<file path="config.mk">
export PLATFORM = sky130hd
export DESIGN_NAME = alu_result_stage
export DESIGN_NICKNAME = d
export VERILOG_FILES = /design/src/rtl/alu_result_stage.sv
export SDC_FILE = /design/constraint.sdc
export NUM_CORES = 1
export LEC_CHECK = 0
export ABC_AREA = 1
export BUFFER_PORTS_ARGS = -buffer_cell sky130_fd_sc_hd__buf_2
export CELL_PAD_IN_SITES_DETAIL_PLACEMENT = 0
export CELL_PAD_IN_SITES_GLOBAL_PLACEMENT = 2
export CORE_MARGIN = 2
export CORE_UTILIZATION = 36
export CTS_CLUSTER_SIZE = 10
export DETAILED_ROUTE_END_ITERATION = 7
export PLACE_DENSITY_LB_ADDON = 0.12
export SYNTH_ARGS = -nofsm -noshare
export SYNTH_HDL_FRONTEND = slang
export SYNTH_SLANG_ARGS = --single-unit
</file>
<file path="constraint.sdc">
create_clock -name i_clk -period 7.9 [get_ports i_clk]
set_input_delay 1.185 -clock i_clk [delete_from_list [all_inputs] [get_ports i_clk]]
set_output_delay 1.185 -clock i_clk [all_outputs]
set_load 0.05 [all_outputs]
</file>
<file path="src/rtl/alu_result_stage.sv">
// ALU result stage: 2-entry FIFO that buffers legal ALU results with precomputed
// zero/negative flags, reports dropped unsupported op codes and counts downstream stalls.
module alu_result_stage #(
    parameter int DATA_WIDTH   = 36,
    parameter int ALU_OP_WIDTH = 3,
    parameter int TAG_WIDTH    = 4
) (
    input  logic                    i_clk,
    input  logic                    i_rst,
    input  logic                    i_valid,
    output logic                    o_ready,
    input  logic [DATA_WIDTH-1:0]   i_ALU_Result,
    input  logic [ALU_OP_WIDTH-1:0] i_ALUControlS,
    input  logic [TAG_WIDTH-1:0]    i_dest,
    output logic                    o_valid,
    input  logic                    i_ready,
    output logic [DATA_WIDTH-1:0]   o_result,
    output logic [TAG_WIDTH-1:0]    o_dest,
    output logic                    o_zero,
    output logic                    o_neg,
    output logic                    o_illegal,
    input  logic                    i_clr_stats,
    output logic [15:0]             o_stall_cnt
);

    // Supported ALU control encodings (shared with the ALU decoder).
    localparam logic [ALU_OP_WIDTH-1:0] ALU_AND = ALU_OP_WIDTH'(3'b000);
    localparam logic [ALU_OP_WIDTH-1:0] ALU_OR  = ALU_OP_WIDTH'(3'b001);
    localparam logic [ALU_OP_WIDTH-1:0] ALU_ADD = ALU_OP_WIDTH'(3'b010);
    localparam logic [ALU_OP_WIDTH-1:0] ALU_SUB = ALU_OP_WIDTH'(3'b110);

    function automatic logic is_legal_op(input logic [ALU_OP_WIDTH-1:0] op);
        logic legal;
        case (op)
            ALU_ADD, ALU_SUB, ALU_AND, ALU_OR: legal = 1'b1;
            default:                           legal = 1'b0;
        endcase
        return legal;
    endfunction

    logic [DATA_WIDTH-1:0] mem_result_r [2];
    logic [TAG_WIDTH-1:0]  mem_dest_r   [2];
    logic [1:0]            mem_zero_r;
    logic [1:0]            mem_neg_r;

    logic [1:0]            count_r;
    logic                  wr_ptr_r;
    logic                  rd_ptr_r;
    logic                  valid_r;
    logic                  ready_r;
    logic                  illegal_r;
    logic [15:0]           stall_cnt_r;
    logic [DATA_WIDTH-1:0] head_result_r;
    logic [TAG_WIDTH-1:0]  head_dest_r;
    logic                  head_zero_r;
    logic                  head_neg_r;

    logic                  present_s;
    logic                  push_s;
    logic                  pop_s;
    logic                  stall_s;
    logic                  zero_in_s;
    logic                  neg_in_s;
    logic [1:0]            count_next_s;
    logic                  wr_ptr_next_s;
    logic                  rd_ptr_next_s;
    logic [DATA_WIDTH-1:0] head_result_next_s;
    logic [TAG_WIDTH-1:0]  head_dest_next_s;
    logic                  head_zero_next_s;
    logic                  head_neg_next_s;
    logic [15:0]           stall_cnt_next_s;

    // Handshake decode and FIFO occupancy/pointer update.
    always_comb begin
        present_s     = i_valid && ready_r;
        push_s        = present_s && is_legal_op(i_ALUControlS);
        pop_s         = valid_r && i_ready;
        stall_s       = valid_r && !i_ready;
        zero_in_s     = (i_ALU_Result == {DATA_WIDTH{1'b0}});
        neg_in_s      = i_ALU_Result[DATA_WIDTH-1];
        wr_ptr_next_s = wr_ptr_r ^ push_s;
        rd_ptr_next_s = rd_ptr_r ^ pop_s;
        case ({push_s, pop_s})
            2'b10:   count_next_s = count_r + 2'd1;
            2'b01:   count_next_s = count_r - 2'd1;
            default: count_next_s = count_r;
        endcase
    end

    // Next head entry; the incoming entry bypasses storage when it lands in the head slot.
    always_comb begin
        head_result_next_s = {DATA_WIDTH{1'b0}};
        head_dest_next_s   = {TAG_WIDTH{1'b0}};
        head_zero_next_s   = 1'b0;
        head_neg_next_s    = 1'b0;
        if (count_next_s == 2'd0) begin
            head_result_next_s = {DATA_WIDTH{1'b0}};
            head_dest_next_s   = {TAG_WIDTH{1'b0}};
            head_zero_next_s   = 1'b0;
            head_neg_next_s    = 1'b0;
        end else if (push_s && (wr_ptr_r == rd_ptr_next_s)) begin
            head_result_next_s = i_ALU_Result;
            head_dest_next_s   = i_dest;
            head_zero_next_s   = zero_in_s;
            head_neg_next_s    = neg_in_s;
        end else begin
            head_result_next_s = mem_result_r[rd_ptr_next_s];
            head_dest_next_s   = mem_dest_r[rd_ptr_next_s];
            head_zero_next_s   = mem_zero_r[rd_ptr_next_s];
            head_neg_next_s    = mem_neg_r[rd_ptr_next_s];
        end
    end

    // Saturating stall counter; clear wins over increment.
    always_comb begin
        stall_cnt_next_s = stall_cnt_r;
        if (i_clr_stats) begin
            stall_cnt_next_s = 16'h0000;
        end else if (stall_s && (stall_cnt_r != 16'hFFFF)) begin
            stall_cnt_next_s = stall_cnt_r + 16'd1;
        end else begin
            stall_cnt_next_s = stall_cnt_r;
        end
    end

    // FIFO storage, pointers and registered outputs.
    always_ff @(posedge i_clk or posedge i_rst) begin
        if (i_rst) begin
            mem_result_r[0] <= {DATA_WIDTH{1'b0}};
            mem_result_r[1] <= {DATA_WIDTH{1'b0}};
            mem_dest_r[0]   <= {TAG_WIDTH{1'b0}};
            mem_dest_r[1]   <= {TAG_WIDTH{1'b0}};
            mem_zero_r      <= 2'b00;
            mem_neg_r       <= 2'b00;
            count_r         <= 2'd0;
            wr_ptr_r        <= 1'b0;
            rd_ptr_r        <= 1'b0;
            valid_r         <= 1'b0;
            ready_r         <= 1'b0;
            illegal_r       <= 1'b0;
            stall_cnt_r     <= 16'h0000;
            head_result_r   <= {DATA_WIDTH{1'b0}};
            head_dest_r     <= {TAG_WIDTH{1'b0}};
            head_zero_r     <= 1'b0;
            head_neg_r      <= 1'b0;
        end else begin
            if (push_s) begin
                mem_result_r[wr_ptr_r] <= i_ALU_Result;
                mem_dest_r[wr_ptr_r]   <= i_dest;
                mem_zero_r[wr_ptr_r]   <= zero_in_s;
                mem_neg_r[wr_ptr_r]    <= neg_in_s;
            end
            count_r       <= count_next_s;
            wr_ptr_r      <= wr_ptr_next_s;
            rd_ptr_r      <= rd_ptr_next_s;
            valid_r       <= (count_next_s != 2'd0);
            ready_r       <= (count_next_s != 2'd2);
            illegal_r     <= present_s && !is_legal_op(i_ALUControlS);
            stall_cnt_r   <= stall_cnt_next_s;
            head_result_r <= head_result_next_s;
            head_dest_r   <= head_dest_next_s;
            head_zero_r   <= head_zero_next_s;
            head_neg_r    <= head_neg_next_s;
        end
    end

    assign o_ready     = ready_r;
    assign o_valid     = valid_r;
    assign o_result    = head_result_r;
    assign o_dest      = head_dest_r;
    assign o_zero      = head_zero_r;
    assign o_neg       = head_neg_r;
    assign o_illegal   = illegal_r;
    assign o_stall_cnt = stall_cnt_r;

endmodule

</file>
# Word-level counts from Yosys, hierarchy flattened
# Index checks and enable logic that the tools add are counted.
word_totals:
  ff_bits: 149
  latch_bits: 0
  mem_bits_rw: 0
  mem_bits_ro: 0
  input_bits: 48
  out_inout_bits: 61
  elab_cells: 87
  n_memories: 0
op_classes:
  n_addsub: 3
  n_mul: 0
  div_mod_pow: 0
  n_lt_le_gt_ge: 6
  eq_ne: 8
  shifts: 0
  mux: 32
  bitwise_logic: 4
  n_reduce_logical: 17
op_table:
  columns: ["cell", "n"]
  rows:
  - ["$mux W36", 6]
  - ["$bwmux W72", 1]
  - ["$demux W36 S1", 1]
  - ["$logic_not A36 Y1", 1]
  - ["$mux W16", 2]
  - ["$mux W4", 6]
  - ["$add A16 B1 Y16 const B", 1]
  - ["$ne A16 B16 Y1 const B", 1]
  - ["$mux W1", 10]
  - ["$logic_and A1 B1 Y1", 9]
  - ["$bwmux W8", 1]
  - ["$bwmux W2", 2]
  - ["$demux W4 S1", 1]
  - ["$ge A2 B2 Y1 const B", 2]
  - ["$lt A1 B2 Y1 const B", 2]
  - ["$not A1 Y2", 2]
  - ["$pmux W2 S2", 1]
  - ["$reduce_bool A2 Y1", 2]
  - ["$reduce_or A4 Y1", 1]
  - ["$eq A3 B1 Y1 const B", 1]
  - ["$eq A3 B2 Y1 const B", 1]
  - ["$eq A3 B3 Y1 const B", 1]
  - ["$logic_not A3 Y1", 1]
  - ["$add A2 B1 Y2 const B", 1]
  - ["11 further kinds", 13]

# Logic depth before layout (Yosys ltp)
# Gate-level depths: netlist (run 1).
logic_depth:
  depth_word: 8
  depth_mapped: 14

# Worst setup path after synthesis (run 1)
# No wires, ideal clock.
synth_timing:
  kind: "in2reg"
  from: "input i_ALUControlS[1]"
  to: "register head_dest_r[0], in the netlist o_dest[0]"
  setup_time_ps: 123
  arrival_ps: 2707
  required_time_ps: 7777
  setup_slack_ps: 5069
  path_stages: 12
  n_path_buf: 2
  path_cell_list: "inv_1 > nand2_1 > nand2_1 > nor2_2 > buf_2 > inv_1 > ha_1 > xor2_1 > nand3_1 > inv_2 > buf_2 > a21oi_1"
synth_between:
  elab_chain_cells: 8
synth_rtl:
  columns: ["item", "line", "source"]
  rows:
  - ["start: declaration", "13", "input logic [ALU_OP_WIDTH-1:0] i_ALUControlS,"]
  - ["$eq A3 B2 Y1 (tied with other cells)", "34", "case (op)"]
  - ["$reduce_or A4 Y1 (*)", "34", null]
  - ["$mux W1 (*)", "34", null]
  - ["$logic_and A1 B1 Y1 (*)", "76", "push_s = present_s && is_legal_op(i_ALUControlS);"]
  - ["$eq A2 B1 Y1 or $eq A2 B2 Y1 (tied branches)", "83", "case ({push_s, pop_s})"]
  - ["$pmux W2 S2", "83", null]
  - ["$logic_not A2 Y1", "96", "if (count_next_s == 2'd0) begin"]
  - ["$mux W4 (*)", "96", null]
  - ["net head_dest_next_s[0]", "68", "logic [TAG_WIDTH-1:0] head_dest_next_s;"]
  - ["end signal: assignment", "143", "head_dest_r <= {TAG_WIDTH{1'b0}};"]
  - ["end signal: assignment", "161", "head_dest_r <= head_dest_next_s;"]
  - ["end: declaration", "54", "logic [TAG_WIDTH-1:0] head_dest_r;"]
# The timed path passes the listed nets; every way through them passes the cells marked *.
# A chain may end at the register's enable or synchronous reset.

# Worst setup path after layout (run 1)
layout_timing:
  from: "input i_ALUControlS[1]"
  to: "register head_result_r[8], in the netlist o_result[8]"
layout_between:
  elab_chain_cells: 8
layout_rtl:
  columns: ["item", "line", "source"]
  rows:
  - ["$eq A3 B2 Y1 (tied with other cells)", "34", null]
  - ["$reduce_or A4 Y1 (*)", "34", null]
  - ["$mux W1 (*)", "34", null]
  - ["$logic_and A1 B1 Y1 (*)", "76", null]
  - ["$eq A2 B1 Y1 or $eq A2 B2 Y1 (tied branches)", "83", null]
  - ["$pmux W2 S2", "83", null]
  - ["$logic_not A2 Y1", "96", null]
  - ["$mux W36 (*)", "96", null]
  - ["net head_result_next_s[8]", "67", "logic [DATA_WIDTH-1:0] head_result_next_s;"]
  - ["end signal: assignment", "142", "head_result_r <= {DATA_WIDTH{1'b0}};"]
  - ["end signal: assignment", "160", "head_result_r <= head_result_next_s;"]
  - ["end: declaration", "53", "logic [DATA_WIDTH-1:0] head_result_r;"]
# Marks and branches as above.

==> metrics.csv, run 1 <==
stage,metric,value,unit
floorplanning,die_h,141.1,µm
timing,worst_slew_pin_slew,0.9143,ns
timing,post-route-min-period,3.450,ns
critical_path,path_cells,buf_2 > inv_1 > nand2_1 > nand2_1 > nor2_4 > buf_4 > inv_1 > ha_1 > xor2_1 > nand3_1 > inv_2 > a21oi_1,
yosys,netlist_top_cells_area,"dfrtp_1 54%, nand2_1 14%, o21ai_0 6.4%, inv_1 5.7%, nand3_1 4.5%",
yosys,synth_nets,897,
layout,seqCellArea,0.003654,mm²
floorplanning,ios,109,
yosys,syn_area_per_cell,8.011,µm²
place,dp_slack,4.014,ns
critical_path,cp-end-kind,flop,
layout,layoutNonFillerInstCount,1177,
yosys,netlist_instances,845,
timing,fin_ws,4.450,ns
clocking,cts.htree.levels,4,
floorplanning,core-area,0.01858,mm²
yosys,synth_compound_area_share,12.26,%
timing,grt_setup_unrepaired,false,
timing,finalSetupViolations,0,
place,placed_cells,1147,
yosys,yosys_warnings,0,
flow_run,maxCapViolCount,0,
clocking,post_cts_resized,0,
min_path,worstHoldStart,mem_zero_r[1],
yosys,synth_edf_count,0,
floorplanning,die_area,0.01992,mm²
routing,drt_pass1_iterations,5,
layout,final_common_cell,nand2_1,
place,port_buffers,108,
clocking,cts_buffers,17,
min_path,hp-class,reg2reg,
critical_path,path_max_fanout,44,
floorplanning,dieWidth,141.1,µm
critical_path,required,8.15,ns
clocking,cts_tree,done,
timing,setup_tns,0,ns
yosys,synthFlopType,dfrtp_1,
global_route,grt_usage,18.40,%
yosys,yosys.area_share.simple,22.79,%
yosys,synth_top_family_by_area,simple AND/OR/NAND/NOR gates,
global_route,grt_pass1_wl,28.72,mm
routing,drtIter0Drc,423,
critical_path,r2r_start,o_ready,
routing,antenna_left,0,
timing,max_freq,289.8,MHz
global_route,grt_pass1_vias,5500,
global_route,met1_usage,25.21,%
timing,slew_violations,0,
routing,num_vias,5630,
yosys,synth_cell_types,27,
routing,wirelength,17.41,mm
timing,hold_ws,0.4770,ns
pwr,ir_drop,180.4,µV
yosys,synthMuxAreaShare,0,%
clocking,clk_pin_slew,0.05,ns
clocking,postCtsHoldBufs,0,
global_route,grt_max_degree,85,
clocking,clock_path_buffers,2,
global_route,grt_overflow,0,
timing,slew-limit-headroom,39.05,%
floorplanning,start_util,36.43,%
layout,multi_input_area,0.002492,mm²
routing,via_per_inst,4.783,
run_status,outcome,"finished, final reports clean",
timing,final-hold-violation-count,0,
yosys,netlist.area_leader.share,53.97,%
yosys,synthArstFlopShare,100.0,%
timing,min_period_over_period,43.67,%
layout,drive_above_1_share,16.99,%
yosys,synthXorXnorAreaFrac,0.7763,%
clocking,cts_setup_buffers,0,
yosys,syn_area,0.006769,mm²
critical_path,critPathArrivalTime,3.70,ns
global_route,grt-busiest-layer,met2,
global_route,gr-usage-met2,29.61,%
critical_path,crit_start,i_ALUControlS[1],
global_route,antenna_found_initial,1,
timing,fin_skew,0.007127,ns
critical_path,crit_type,in2reg,
layout,fillers,1946,
critical_path,cpPeakStageDelay,0.68,ns
pwr,p_per_area,403.0,mW/mm²
yosys,synthAdderAreaFrac,0.7394,%
routing,wl_per_cell,14.79,µm
place,dp_hpwl,10.80,mm
yosys,yosysSeqAreaShare,53.97,%
pwr,leakagePower,4.056,nW
layout,syn_to_final_growth,17.73,%
clocking,cts.sinks,146,
layout,fin_nets,984,
critical_path,slowest_stage,inv_2,
layout,final_cell_mix,"251 x nand2_1, 146 x dfrtp_1, 108 x buf_2",
yosys,ys_ff_latch,146,
place,globalplace.congestion,0.7858,
floorplanning,rows,50,
critical_path,start_kind,primary input,
clocking,cts_root_buffer,clkbuf_16,
yosys,yosysTopAreaCell,dfrtp_1,
global_route,use_met3,3.974,%
pwr,finalPower,3.211,mW
routing,drc,0,
clocking,clk_latency,0.42,ns
==> cell usage after synthesis (all sizes together), types with 2 or more instances <==
cell type  number
or2             3
nand3          61
buf            27
nand2         255
ha              4
clkbuf         19
inv           106
o21ai         120
a21oi          43
nand4          11
xnor2           2
xor2            4
dfrtp         146
nor2           40
==> flip-flops by register name (all words and copies together), names as in the netlist <==
name and count:
count_r 2, mem_dest_r 8, mem_neg_r 1, mem_result_r 71, mem_zero_r 2, o_dest 4, o_illegal 1, o_neg 1
o_ready 1, o_result 35, o_stall_cnt 16, o_valid 1, o_zero 1, rd_ptr_r 1, wr_ptr_r 1
==> stage by stage <==
step / util (%) / instance area (µm²)
after global placement: 39.99 / 7431
after global routing: 42.88 / 7966
after detailed placement: 39.99 / 7431
after CTS: 42.88 / 7966
final: 42.89 / 7969
after floorplan: - / 6769
==> per-layer routing <==
| layer | vias up | share of wire (%) |
|---|---|---|
| li1 | 2831 | - |
| met1 | 2667 | 49 |
| met2 | 120 | 46 |
| met3 | 12 | 4.0 |
| met4 | 0 | 0.92 |
| met5 | - | 0 |
==> cells by family (layout without fill, tap and decap cells) <==
group / after synthesis / count (layout)
flops: 146 / 146
other cells: 0 / 1
compound gates: 165 / 165
simple gates: 371 / 371
buf+inv: 153 / 250
fa+ha+maj: 4 / 4
xor+xnor: 6 / 6
==> worst paths after layout <==
kind                                   end  slack, ns  depth (start not counted)
setup / recovery               o_result[8]       4.45                         12
hold / removal               mem_zero_r[1]       0.48                          2
setup reg to reg               o_result[8]       5.04                          9
hold reg to reg              mem_zero_r[1]       0.48                          2
max in group asynchronous  mem_result_r[2]       5.68                          3
min in group asynchronous      o_result[8]       0.89                          2
==> critical path, delay by kind of cell <==
kind | cells | cell delay [ns]
AOI/OAI and AO/OA | 1 | 0.10
adders and majority gates | 1 | 0.34
xor gates and xnor gates | 1 | 0.24
buffers and inverters | 5 | 1.38
and+or+nand+nor | 4 | 0.40
==> where the power goes <==
part	switching, mW	total [mW]	internal, mW	leakage (nW)
clock network	0.296	0.747	0.451	0.265
logic	0.968	1.31	0.339	1.94
registers	0.112	1.16	1.05	1.86
total	1.38	3.21	1.83	4.06
==> cell type report <==
class / instances / area share [%]
Tap cell: 234 / 3.674
Sequential cell: 146 / 45.85
Antenna cell: 1 / 0.03140
Inverter: 107 / 5.103
Clock buffer: 23 / 5.998
Clock inverter: 6 / 0.7222
Timing Repair Buffer: 114 / 7.348
Multi-Input combinational cell: 546 / 31.28
No activity file was read; power rests on OpenSTA's default activity.
==> inputs of run 2 (changes only) <==
--- a/config.mk
+++ b/config.mk
@@ -10,7 +10,7 @@
 export CELL_PAD_IN_SITES_DETAIL_PLACEMENT = 0
 export CELL_PAD_IN_SITES_GLOBAL_PLACEMENT = 2
 export CORE_MARGIN = 2
-export CORE_UTILIZATION = 36
+export CORE_UTILIZATION = 30
 export CTS_CLUSTER_SIZE = 10
 export DETAILED_ROUTE_END_ITERATION = 7
 export PLACE_DENSITY_LB_ADDON = 0.12
==> constraint.sdc (replaced) <==
create_clock -name i_clk -period 2.9 [get_ports i_clk]
set_input_delay 0.435 -clock i_clk [delete_from_list [all_inputs] [get_ports i_clk]]
set_output_delay 0.435 -clock i_clk [all_outputs]
set_load 0.05 [all_outputs]
==> run 2 against run 1 <==
  * Register-to-register slack worse by 4.2 ns
  * Design area up 3.5%
  * Setup slack lost 3.6 ns
  * Die area up 19%
  * Sequential share of layout area decreased by 1.5 points
  * Worst hold slack worse by 0.43 ns
  * Via count up 1.9%
  * Critical path depth shrank 3
  * Total power grew to 2.9 times the previous value
  * Combinational power rose to 2.9 times the previous value
  * Global-route usage decreased by 1.7 points
  * Count of clock-buffer cells in the layout grew 1
  * Critical endpoint is now o_stall_cnt[10]
  * Largest cell class unchanged
  * Largest power group unchanged
==> metrics.csv, run 2 (synthesized netlist as in run 1, its figures left out) <==
stage,metric,value,unit
critical_path,reg2reg_to,o_stall_cnt[10],
critical_path,crit_family,simple AND/OR/NAND/NOR gates,
critical_path,crit_cells,9,
layout,n_antenna_cell,0,
timing,post-route-min-period,2.047,ns
layout,final_common_cell,nand2_1,
critical_path,crit_start,o_stall_cnt[0],
critical_path,r2r_cells,9,
clocking,cts.htree.levels,4,
pwr,leakagePower,4.159,nW
critical_path,slowest_stage,nor2_2,
routing,drc,0,
routing,antenna_left,0,
routing,wl_per_cell,15.20,µm
critical_path,critPathArrivalTime,2.35,ns
min_path,hp-class,in2async,
floorplanning,ios,109,
global_route,grt_overflow,0,
floorplanning,start_util,30.83,%
clocking,postCtsHoldBufs,0,
critical_path,path_max_fanout,14,
clocking,cts_setup_buffers,0,
clocking,cts_root_buffer,clkbuf_16,
global_route,antenna_found_initial,1,
routing,wirelength,18.78,mm
global_route,grt_pass1_vias,5905,
pwr,p_per_area,1124,mW/mm²
routing,via_per_inst,4.645,
critical_path,crit_type,reg2reg,
global_route,grt_max_degree,67,
global_route,grt_usage,16.66,%
layout,final_cell_mix,"251 x nand2_1, 146 x dfrtp_1, 108 x buf_2",
critical_path,endpoint,o_stall_cnt[10],
global_route,grt_pass1_wl,31.11,mm
clocking,cts_tree,done,
clocking,clock_path_buffers,2,
floorplanning,core-area,0.02196,mm²
routing,drtIter0Drc,393,
critical_path,required,3.20,ns
layout,fillers,2236,
layout,drive_above_1_share,18.01,%
critical_path,ff2ff_setup_slack,0.85,ns
critical_path,cp-end-kind,flop,
critical_path,r2r_start,o_stall_cnt[0],
clocking,cts_buffers,17,
critical_path,cpPeakStageDelay,0.56,ns
layout,syn_to_final_growth,21.79,%
timing,finalSetupViolations,0,
flow_run,maxCapViolCount,0,
pwr,ir_drop,411.4,µV
clocking,clk_latency,0.42,ns
place,globalplace.congestion,0.8004,
timing,worst_slew_pin_slew,0.7270,ns
floorplanning,die_h,154.2,µm
floorplanning,rows,54,
place,dp_hpwl,12.19,mm
place,placed_cells,1203,
clocking,clk_pin_slew,0.06,ns
critical_path,path_cells,ha_1 > nand2_2 > nor2_4 > nand2_2 > nor2_4 > nor2_2 > nor2_4 > nand2_1 > nand2_1,
timing,final-hold-violation-count,0,
layout,fin_nets,994,
routing,drt_pass1_iterations,5,
timing,slew_violations,0,
floorplanning,dieWidth,154.2,µm
timing,min_period_over_period,70.58,%
clocking,post_cts_resized,0,
timing,setup_tns,0,ns
timing,fin_skew,0.01468,ns
routing,num_vias,5736,
layout,largest_register_ffs,71,
place,port_buffers,108,
clocking,cts.sinks,146,
layout,layoutNonFillerInstCount,1235,
timing,max_freq,488.6,MHz
critical_path,start_kind,flop,
timing,slew-limit-headroom,51.48,%
critical_path,critPathBufInv,0,
floorplanning,die_area,0.02378,mm²
run_status,outcome,"finished, final reports clean",
critical_path,cp_common_cell,nor2_4,
timing,grt_setup_unrepaired,false,
layout,regMostFlops,mem_result_r,
## run 2: stage by stage
step                      power (mW)  utilization (%)  hold WS (ns)  worst slack (ns)  cell area [µm²]
final                          9.266            37.54       0.04581            0.8533             8244
after global routing           10.00            37.54       0.06689            0.6585             8244
after CTS                      9.403            37.54       0.04476            0.8409             8244
after detailed placement       7.007            34.67        0.4587            0.6695             7612
after global placement         6.916            34.67        0.4581            0.6913             7612
after floorplan                5.950                -        0.4422            0.5886             6773
## run 2: where the power goes
group	internal (mW)	total (mW)	switching (mW)
registers	2.85	3.15	0.309
clock network	1.51	2.35	0.840
logic	1.04	3.76	2.72
total	5.40	9.27	3.86
## run 2: how the worst min path moves through the flow
stage | from | endpoint | slack [ns] | depth (start not counted)
2_1_floorplan | mem_dest_r[3] | mem_dest_r[3] | 0.44 | 2
3_3_place_gp | mem_dest_r[3] | mem_dest_r[3] | 0.46 | 2
3_5_place_dp | mem_result_r[35] | mem_result_r[35] | 0.46 | 2
4_1_cts | i_rst | o_result[27] | 0.04 | 2
5_1_grt | i_rst | o_result[29] | 0.07 | 2
6_report | i_rst | o_result[28] | 0.05 | 2
## run 2: layout make-up
class                   instances  area (µm²)  share of cell area [%]
flip-flops and latches        146        3654                   44.32
inverters                     107       405.4                   4.917
multi-input cells             546        2492                   30.23
well taps                     280       350.3                   4.250
clock buffers                  24       481.7                   5.843
repair buffers                124       710.7                   8.620
clock inverters                 8       150.1                   1.821
## run 2: per-layer routing
metal	routed length, µm	vias to the layer above	share of wire (%)	global-route usage (%)
met4	265	2	1.4	4.762
li1	-	2850	-	-
met1	8853	2728	47	21.72
met3	785	25	4.2	3.895
met2	8857	131	47	27.80
met5	13	-	0.069	0
